`src/rtl/vga_pkg.sv`:
```
// Shared definitions for the VGA pixel pipeline: stream field map, widths
// and the default SVGA 800x600@72 timing.
package vga_pkg;

    localparam int STREAM_W     = 23;
    localparam int STREAM_RGB_W = 26;

    localparam int ACTIVE_BIT = 0;
    localparam int VS_BIT     = 1;
    localparam int HS_BIT     = 2;
    localparam int YC_LSB     = 3;
    localparam int YC_MSB     = 12;
    localparam int XC_LSB     = 13;
    localparam int XC_MSB     = 22;
    localparam int R_BIT      = 23;
    localparam int G_BIT      = 24;
    localparam int B_BIT      = 25;

    localparam int HCNT_W  = 11;
    localparam int VCNT_W  = 10;
    localparam int COORD_W = 10;
    localparam int FCNT_W  = 8;

    localparam int SVGA_H_ACTIVE = 800;
    localparam int SVGA_H_FP     = 56;
    localparam int SVGA_H_SYNC   = 120;
    localparam int SVGA_H_BP     = 64;
    localparam int SVGA_V_ACTIVE = 600;
    localparam int SVGA_V_FP     = 37;
    localparam int SVGA_V_SYNC   = 6;
    localparam int SVGA_V_BP     = 23;

    // Half-open window test lo <= pos < hi, used for sync pulse decode.
    function automatic logic in_window(input logic [15:0] pos,
                                       input logic [15:0] lo,
                                       input logic [15:0] hi);
        return (pos >= lo) && (pos < hi);
    endfunction

endpackage

```
`src/rtl/vga_axis_counter.sv`:
```
// Modulo-MOD up counter with a count enable; wrap is high in the cycle the
// counter is enabled while sitting on its last value.
module vga_axis_counter #(
    parameter int W   = 11,
    parameter int MOD = 1040
) (
    input  logic         clk,
    input  logic         reset,
    input  logic         en,
    output logic [W-1:0] cnt,
    output logic         wrap
);

    localparam logic [W-1:0] LAST = W'(MOD - 1);

    logic at_last;

    assign at_last = (cnt == LAST);
    assign wrap    = en && at_last;

    always_ff @(posedge clk) begin
        if (reset) begin
            cnt <= '0;
        end else if (en) begin
            cnt <= at_last ? '0 : cnt + W'(1);
        end
    end

endmodule

```
`src/rtl/vga_sync_stream.sv`:
```
// Free-running VGA timing generator: counters, sync/active decode and a
// registered strVGA bundle with frame-end pulse and frame counter.
module vga_sync_stream
    import vga_pkg::*;
#(
    parameter int H_ACTIVE = SVGA_H_ACTIVE,
    parameter int H_FP     = SVGA_H_FP,
    parameter int H_SYNC   = SVGA_H_SYNC,
    parameter int H_BP     = SVGA_H_BP,
    parameter int V_ACTIVE = SVGA_V_ACTIVE,
    parameter int V_FP     = SVGA_V_FP,
    parameter int V_SYNC   = SVGA_V_SYNC,
    parameter int V_BP     = SVGA_V_BP,
    parameter bit HS_POL   = 1'b1,
    parameter bit VS_POL   = 1'b1
) (
    input  logic                px_clk,
    input  logic                reset,
    output logic [STREAM_W-1:0] strVGA,
    output logic                endframe,
    output logic [FCNT_W-1:0]   frame_cnt
);

    localparam int H_TOTAL = H_ACTIVE + H_FP + H_SYNC + H_BP;
    localparam int V_TOTAL = V_ACTIVE + V_FP + V_SYNC + V_BP;

    localparam logic [15:0] HS_START = 16'(H_ACTIVE + H_FP);
    localparam logic [15:0] HS_END   = 16'(H_ACTIVE + H_FP + H_SYNC);
    localparam logic [15:0] VS_START = 16'(V_ACTIVE + V_FP);
    localparam logic [15:0] VS_END   = 16'(V_ACTIVE + V_FP + V_SYNC);

    logic [HCNT_W-1:0] hcnt;
    logic [VCNT_W-1:0] vcnt;
    logic              h_wrap;
    logic              v_wrap;

    logic              active_d;
    logic              hs_d;
    logic              vs_d;

    vga_axis_counter #(
        .W   (HCNT_W),
        .MOD (H_TOTAL)
    ) u_hcnt (
        .clk   (px_clk),
        .reset (reset),
        .en    (1'b1),
        .cnt   (hcnt),
        .wrap  (h_wrap)
    );

    // v_wrap only fires when both axes sit on their last value: the frame's final pixel.
    vga_axis_counter #(
        .W   (VCNT_W),
        .MOD (V_TOTAL)
    ) u_vcnt (
        .clk   (px_clk),
        .reset (reset),
        .en    (h_wrap),
        .cnt   (vcnt),
        .wrap  (v_wrap)
    );

    always_comb begin
        active_d = (hcnt < HCNT_W'(H_ACTIVE)) && (vcnt < VCNT_W'(V_ACTIVE));
        hs_d     = in_window(16'(hcnt), HS_START, HS_END) ? HS_POL : ~HS_POL;
        vs_d     = in_window(16'(vcnt), VS_START, VS_END) ? VS_POL : ~VS_POL;
    end

    always_ff @(posedge px_clk) begin
        if (reset) begin
            strVGA             <= '0;
            strVGA[HS_BIT]     <= ~HS_POL;
            strVGA[VS_BIT]     <= ~VS_POL;
            endframe           <= 1'b0;
            frame_cnt          <= '0;
        end else begin
            strVGA[ACTIVE_BIT]     <= active_d;
            strVGA[HS_BIT]         <= hs_d;
            strVGA[VS_BIT]         <= vs_d;
            strVGA[YC_MSB:YC_LSB]  <= vcnt;
            strVGA[XC_MSB:XC_LSB]  <= hcnt[COORD_W-1:0];
            endframe               <= v_wrap;
            // Counted as the stream steps from the last pixel onto (0,0).
            if (endframe) begin
                frame_cnt <= frame_cnt + FCNT_W'(1);
            end
        end
    end

endmodule

```
`config.mk`:
```
export PLATFORM = sky130hd
export DESIGN_NAME = vga_sync_stream
export DESIGN_NICKNAME = d
export VERILOG_FILES = /design/src/rtl/vga_pkg.sv /design/src/rtl/vga_axis_counter.sv /design/src/rtl/vga_sync_stream.sv
export SDC_FILE = /design/constraint.sdc
export NUM_CORES = 1
export LEC_CHECK = 0
export CAP_MARGIN = 10
export CORE_MARGIN = 8
export CORE_UTILIZATION = 35
export DETAILED_ROUTE_END_ITERATION = 16
export GPL_TIMING_DRIVEN = 0
export PLACE_DENSITY_LB_ADDON = 0.2
export REMOVE_ABC_BUFFERS = 1
export SYNTH_ARGS = -nofsm -noshare
export SYNTH_HDL_FRONTEND = slang
export SYNTH_SLANG_ARGS = --single-unit
export TNS_END_PERCENT = 10
```
`constraint.sdc`:
```
create_clock -name px_clk -period 2.6 [get_ports px_clk]
set_clock_uncertainty 0.15 [all_clocks]
set_input_delay 0.26 -clock px_clk [delete_from_list [all_inputs] [get_ports px_clk]]
set_output_delay 0.26 -clock px_clk [all_outputs]
set_load 0.01 [all_outputs]
```
==> metrics.txt, run 1 <==
Seq/Total Area, Yosys 0.517; initial antenna violation count 0; CP startpoint kind register; Critical Path AT 2500 ps; Largest stage delay, worst path 620 ps; CTS tree built; Bufs on Longest Clock Path 2; highest ir drop seen on vdd ~0.22 mV; first-pass GRT wire length 6770 um; Worst Reg-to-Reg Cells 4; syn avg cell area 9.33 sq um; area share of the largest cell type after synthesis 0.517; Syn. warnings 0; vias in the first global route 1468; Slew Limit Headroom 0.579; Max Fclk between 0.4 and 0.5 GHz; cell row count 28; routability cong. between 0.8 and 0.9; largest net degree at the start of global routing 35; die area 0.00857 sq mm; DRC 0; Unique masters post-synth 35; core box area ~0.0058 sq mm; Pleak 0.921 nW; Yosys reg bits 53; layout filler cell count between 500 and 600; critical path fanouts, max 10; post-synthesis cell area 0.00205 sq mm; FFs w/ async S/R, synth 0; Initial Util 0.355; Cell Count Post-Placement 318; Yosys top cell by area dfxtp_1; RSZ-0062 raised after global routing false; share of layout cells above drive strength 1 0.0516; Final Cycle Share 0.931; P&R area growth vs syn 26.2%; HP Class register to register; total I/O pin count 34; Worst Path Required 2680 ps; clock latency on the worst-skew pair roughly 300 ps; Avg Vias per Cell 4.87; remaining antenna violation count after routing 0; Post-synth EDFFs 0; Routed Wire Length 4080 um; Sink Count 53; Max Transition Viols Final 0; Routed wire per std cell 12.5 um; final worst setup slack 179 ps; Clk pwr share 0.402; switching share of power 0.204; Vias 1591; Final Non-Filler Cells ~330; hold depth 1; die height 92.6 um; Hold Vio Cnt, Final 0; input/output buffers 33; Iter 0 DRT Violations 97; GRT overflow 0; DP HPWL 2790 um; pwr/cell area roughly 560 mW/mm^2; Cells after Synth 220; CTS HTree Levels 2; Max-Cap Viols 0; Synth Flop Type dfxtp_1; Internal about 1.1 mW; Logic pwr share 0.028; worst path cell trace or4b_1 > or3_1 > or4_1 > a21oi_1; nets 259; CP endpoint kind register; Final min period roughly 2400 ps; WHS 333 ps; Clock Pin Slew Worst Setup and Hold Paths 100 ps; WP depth 4; Root Buffer clkbuf_8; Crit path buffers/inverters 0; pre-CTS setup slack -212 ps; n_diodes 0; sequential share of power 0.570; total net switching power roughly 0.3 mW; main area contributors after synthesis dfxtp_1 52%, nor2b_1 4.9%, nor2_1 4.4%; CTS hold repair buffers 0; first-pass detailed-route iteration total 4; Crit Path Class register to register; status finished clean; slowest stage cell on the critical path or4b_1; die span in x between 90 and 100 um; kind of cell adding the most delay to the critical path simple AND/OR/NAND/NOR gates; Final Setup Violations 0; Slew @ Worst Pin 626 ps; Total GRT Usage 0.0962; TritonCTS buffer count 5
## through the flow
step                power (mW)  utilization  setup TNS, ps  instance area [sq um]
detailed placement       0.879        0.421          -2270                   2440
CTS                       1.46        0.442              0                   2560
floorplan                0.856            -              0                   2010
finish                    1.44        0.448              0                   2590
global placement         0.878        0.421          -2160                   2440
global route              1.50        0.448              0                   2590
## power groups by stage
stage                     registers [mW]  clock network [mW]  logic (mW)
after CTS                          0.824               0.603      0.0361
after global placement             0.842                   0      0.0357
after floorplan                    0.843                   0      0.0136
after global routing               0.825               0.631      0.0448
after detailed placement           0.843                   0      0.0362
final                              0.823               0.581      0.0400
## sequential cells by signal, indices dropped and copies added, names as in the netlist
signal and flops:
endframe 1, frame_cnt 8, strVGA 23, u_hcnt.cnt 11, u_vcnt.cnt 10
## what timing repair did
item	in CTS	in global routing
gates resized for setup	0	2
endpoints found under the setup margin	0	7
buffers inserted	0	0
## final cells by class
| cell class | count | area (sq um) | share of cell area |
|---|---|---|---|
| inverters | 6 | 22.5 | 0.00870 |
| well taps | 75 | 93.8 | 0.0362 |
| clock buffers | 6 | 82.6 | 0.0319 |
| flip-flops and latches | 53 | 1060 | 0.410 |
| clock inverters | 2 | 37.5 | 0.0145 |
| repair buffers | 34 | 358 | 0.138 |
| multi-input cells | 151 | 935 | 0.361 |
## synth_stat cells, types with 5 or more instances
cell and n:
or3_1 5, nand2_1 15, o21ai_0 7, a21oi_1 9, xnor2_1 8, xor2_1 8
nand4_1 6, ha_1 6, nand3_1 11, nor2_1 24, nor3_1 7, clkbuf_1 8
nor2b_1 16, inv_1 6, dfxtp_1 53
## metal layers
layer  global-route usage  vias up  share of wire
met2                0.149       46           0.44
met3               0.0364        5          0.079
li1                     -      810              -
met1                0.120      730           0.47
met5                    0        -              0
met4               0.0322        0         0.0091
## cells in the final DEF, fill, tap and decap left out, drive strengths merged, types with 8 or more instances in the layout
cell type and instances:
dfxtp 53, clkdlybuf4s50 33, nor2 24, nor2b 16
nand2 15, nand3 11, a21oi 9, xor2 8
xnor2 8
## worst paths after layout
path,from,endpoint,slack [ps]
max,u_hcnt.cnt[8]$_SDFF_PP0_,u_vcnt.cnt[9]$_SDFFE_PP0N_,180
min,u_hcnt.cnt[0]$_SDFF_PP0_,u_hcnt.cnt[0]$_SDFF_PP0_,330
max reg2reg,u_hcnt.cnt[8]$_SDFF_PP0_,u_vcnt.cnt[9]$_SDFFE_PP0N_,180
min reg2reg,u_hcnt.cnt[0]$_SDFF_PP0_,u_hcnt.cnt[0]$_SDFF_PP0_,330
## cell families after synthesis
logic type / after synthesis / synth area share
AND/OR/NAND/NOR: 105 / 0.275
multiplexers: 3 / 0.0146
XOR/XNOR: 16 / 0.0683
flip-flops: 53 / 0.517
AO/OA/AOI/OAI: 21 / 0.0579
buffers and inverters: 16 / 0.0305
adder cells (fa/ha/maj): 6 / 0.0366
Note: power is estimated with default switching activity, not from simulation.
==> run 2: changes to the inputs <==
Settings changed: TNS_END_PERCENT 10 to 5.
==> results of run 2 <==
The final DEF is identical to that of run 1; final timing and power are the same.
==> run 3: changes to the inputs <==
Settings changed: GPL_TIMING_DRIVEN 0 to unset.
==> run 3 against run 2 <==
Against the previous run:
- final cell count grew 0.92%
- highest routed layer unchanged
- critical path depth is the same
- global-route usage grew 0.72 points
- core utilization grew 0.24 points
- total power grew 5.2%
- clock power grew 13%
- sequential power is essentially flat
- worst hold slack is essentially flat
- flip-flop and latch count is the same
- non-clock buffer count grew 3
- via count grew 0.75%
==> metrics.txt, run 3 (synthesis gave the netlist of run 1 again) <==
Clock Pin Slew Worst Setup and Hold Paths 90 ps (about the same); first-pass detailed-route iteration total 4 (unchanged); biggest regs strVGA (23), u_hcnt.cnt (11), u_vcnt.cnt (10); highest ir drop seen on vdd 0.247 mV (+9.9%); Routed wire per std cell 12.8 um (+2.9%); status finished clean; Crit Path Class register to register; nets 262 (+1.2%); Sink Count 53 (unchanged); Logic pwr share 0.025 (-0.003); Routed Wire Length 4240 um (+3.8%); Pleak 0.940 nW (+2.0%); Total GRT Usage 0.103 (+0.00717); remaining antenna violation count after routing 0 (unchanged); Avg Vias per Cell 4.86 (-0.16%); share of layout cells above drive strength 1 0.0588 (+0.00724); CP endpoint kind register; Hold Vio Cnt, Final 0 (unchanged); die area 0.00857 sq mm (unchanged); initial antenna violation count 0 (unchanged); vias in the first global route 1536 (+4.6%); Max Fclk 0.423 GHz (+2.5%); Slew @ Worst Pin 388 ps (-238 ps); TritonCTS buffer count 5 (unchanged); Worst Path Required 2690 ps (about the same); Internal 1.22 mW (+6.3%); die span in x 92.6 um (unchanged); GRT overflow 0 (unchanged); Max Transition Viols Final 0 (unchanged); switching share of power 0.196 (-0.00878); CTS hold repair buffers 0 (unchanged); total I/O pin count 34 (unchanged); n_diodes 0 (unchanged); CTS tree built; Largest register FFs 23 (unchanged); sequential share of power 0.542 (-0.028); TNS Setup 0 ps (unchanged); CP startpoint kind register; setup bufs post-CTS 0 (unchanged); CTS HTree Levels 2 (unchanged); met2 WL post-DR 1870 um (+4.3%); DP HPWL 3120 um (+12%); cell row count 28 (unchanged); post_cts resized 0 (unchanged); total net switching power 0.297 mW (+0.64%); HP Class register to register; WL met3 353 um (+10%); Slew Limit Headroom 0.739 (+0.160); Clk pwr share 0.433 (+0.031); Iter 0 DRT Violations 64 (-34%); most frequent cells in the layout 53 x dfxtp_1, 33 x clkdlybuf4s50_1, 24 x nor2_1, 16 x nor2b_1, 15 x nand2_1; critical path fanouts, max 10 (unchanged); Final Setup Violations 0 (unchanged); Final Cycle Share 0.908 (-0.0230); DRC 0 (unchanged); layout filler cell count 567 (-5.3%); largest net degree at the start of global routing 25 (-29%); P&R area growth vs syn 26.9%; highest routed layer met4; Critical Path AT 2450 ps (-50 ps); core box area 0.00578 sq mm (unchanged); wl on met1 1940 um (+0.47%); Initial Util 0.355 (unchanged); RSZ-0062 raised after global routing false; die height 92.6 um (unchanged); clock latency on the worst-skew pair 310 ps (about the same); pwr/cell area 583 mW/mm^2 (+4.6%); Max-Cap Viols 0 (unchanged); Vias 1603 (+0.75%); most common cell after layout, fill and taps aside dfxtp_1; Root Buffer clkbuf_8; Final min period 2360 ps (-59.9 ps); Bufs on Longest Clock Path 2 (unchanged); input/output buffers 33 (unchanged); routability cong. 0.838 (-1.9%); WHS 333 ps (-0.366 ps); first-pass GRT wire length 7180 um (+6.1%); Top reg by flops strVGA
## run 3: cell count changes in the layout (fill, tap and decap cells not counted), sizes merged
cell	before	now
clkinvlp	1	0
clkbuf	6	5
inv	6	7
buf	1	4
bufinv	1	2
## run 3: power groups by stage
stage               logic [mW]  clock network, mW  registers (mW)
floorplan               0.0136                  0           0.843
global placement        0.0396                  0           0.842
detailed placement      0.0394                  0           0.842
CTS                     0.0395              0.679           0.824
global route            0.0429              0.716           0.825
finish                  0.0384              0.657           0.823
## run 3: worst paths after layout
kind | startpoint | endpoint | slack, ps | cells after the start
max | u_hcnt.cnt[9]$_SDFF_PP0_ | u_vcnt.cnt[9]$_SDFFE_PP0N_ | 240 | 4
min | u_hcnt.cnt[0]$_SDFF_PP0_ | u_hcnt.cnt[0]$_SDFF_PP0_ | 330 | 1
max reg2reg | u_hcnt.cnt[9]$_SDFF_PP0_ | u_vcnt.cnt[9]$_SDFFE_PP0N_ | 240 | 4
min reg2reg | u_hcnt.cnt[0]$_SDFF_PP0_ | u_hcnt.cnt[0]$_SDFF_PP0_ | 330 | 1
## run 3: metrics by stage
stage / util / total power [mW] / area [sq um] / cells / setup WS (ps)
floorplan: - / 0.856 / 2010 / 210 / 392
global placement: 0.427 / 0.882 / 2470 / 322 / 322
detailed placement: 0.427 / 0.882 / 2470 / 322 / 249
CTS: 0.450 / 1.54 / 2600 / 330 / 220
global route: 0.450 / 1.58 / 2600 / 330 / 150
finish: 0.450 / 1.52 / 2600 / 330 / 239
## run 3: routing by layer
metal	track usage	vias up
met5	0	-
met4	0.0483	0
met3	0.0429	9
met2	0.164	40
met1	0.119	735
li1	-	819
## run 3: worst max-delay path, stage by stage (launching register included)
cell and delay [ps]:
dfxtp_1 360, or4b_1 610, or3_1 490, or4_1 540, a21oi_1 160
## run 3: final cells by class
cell class / instances / area [sq um] / share of cell area
clock buffers: 5 / 68.8 / 0.0264
clock inverters: 3 / 68.8 / 0.0264
inverters: 6 / 22.5 / 0.00865
multi-input cells: 151 / 928 / 0.357
flip-flops and latches: 53 / 1060 / 0.407
well taps: 75 / 93.8 / 0.0360
repair buffers: 37 / 360 / 0.138
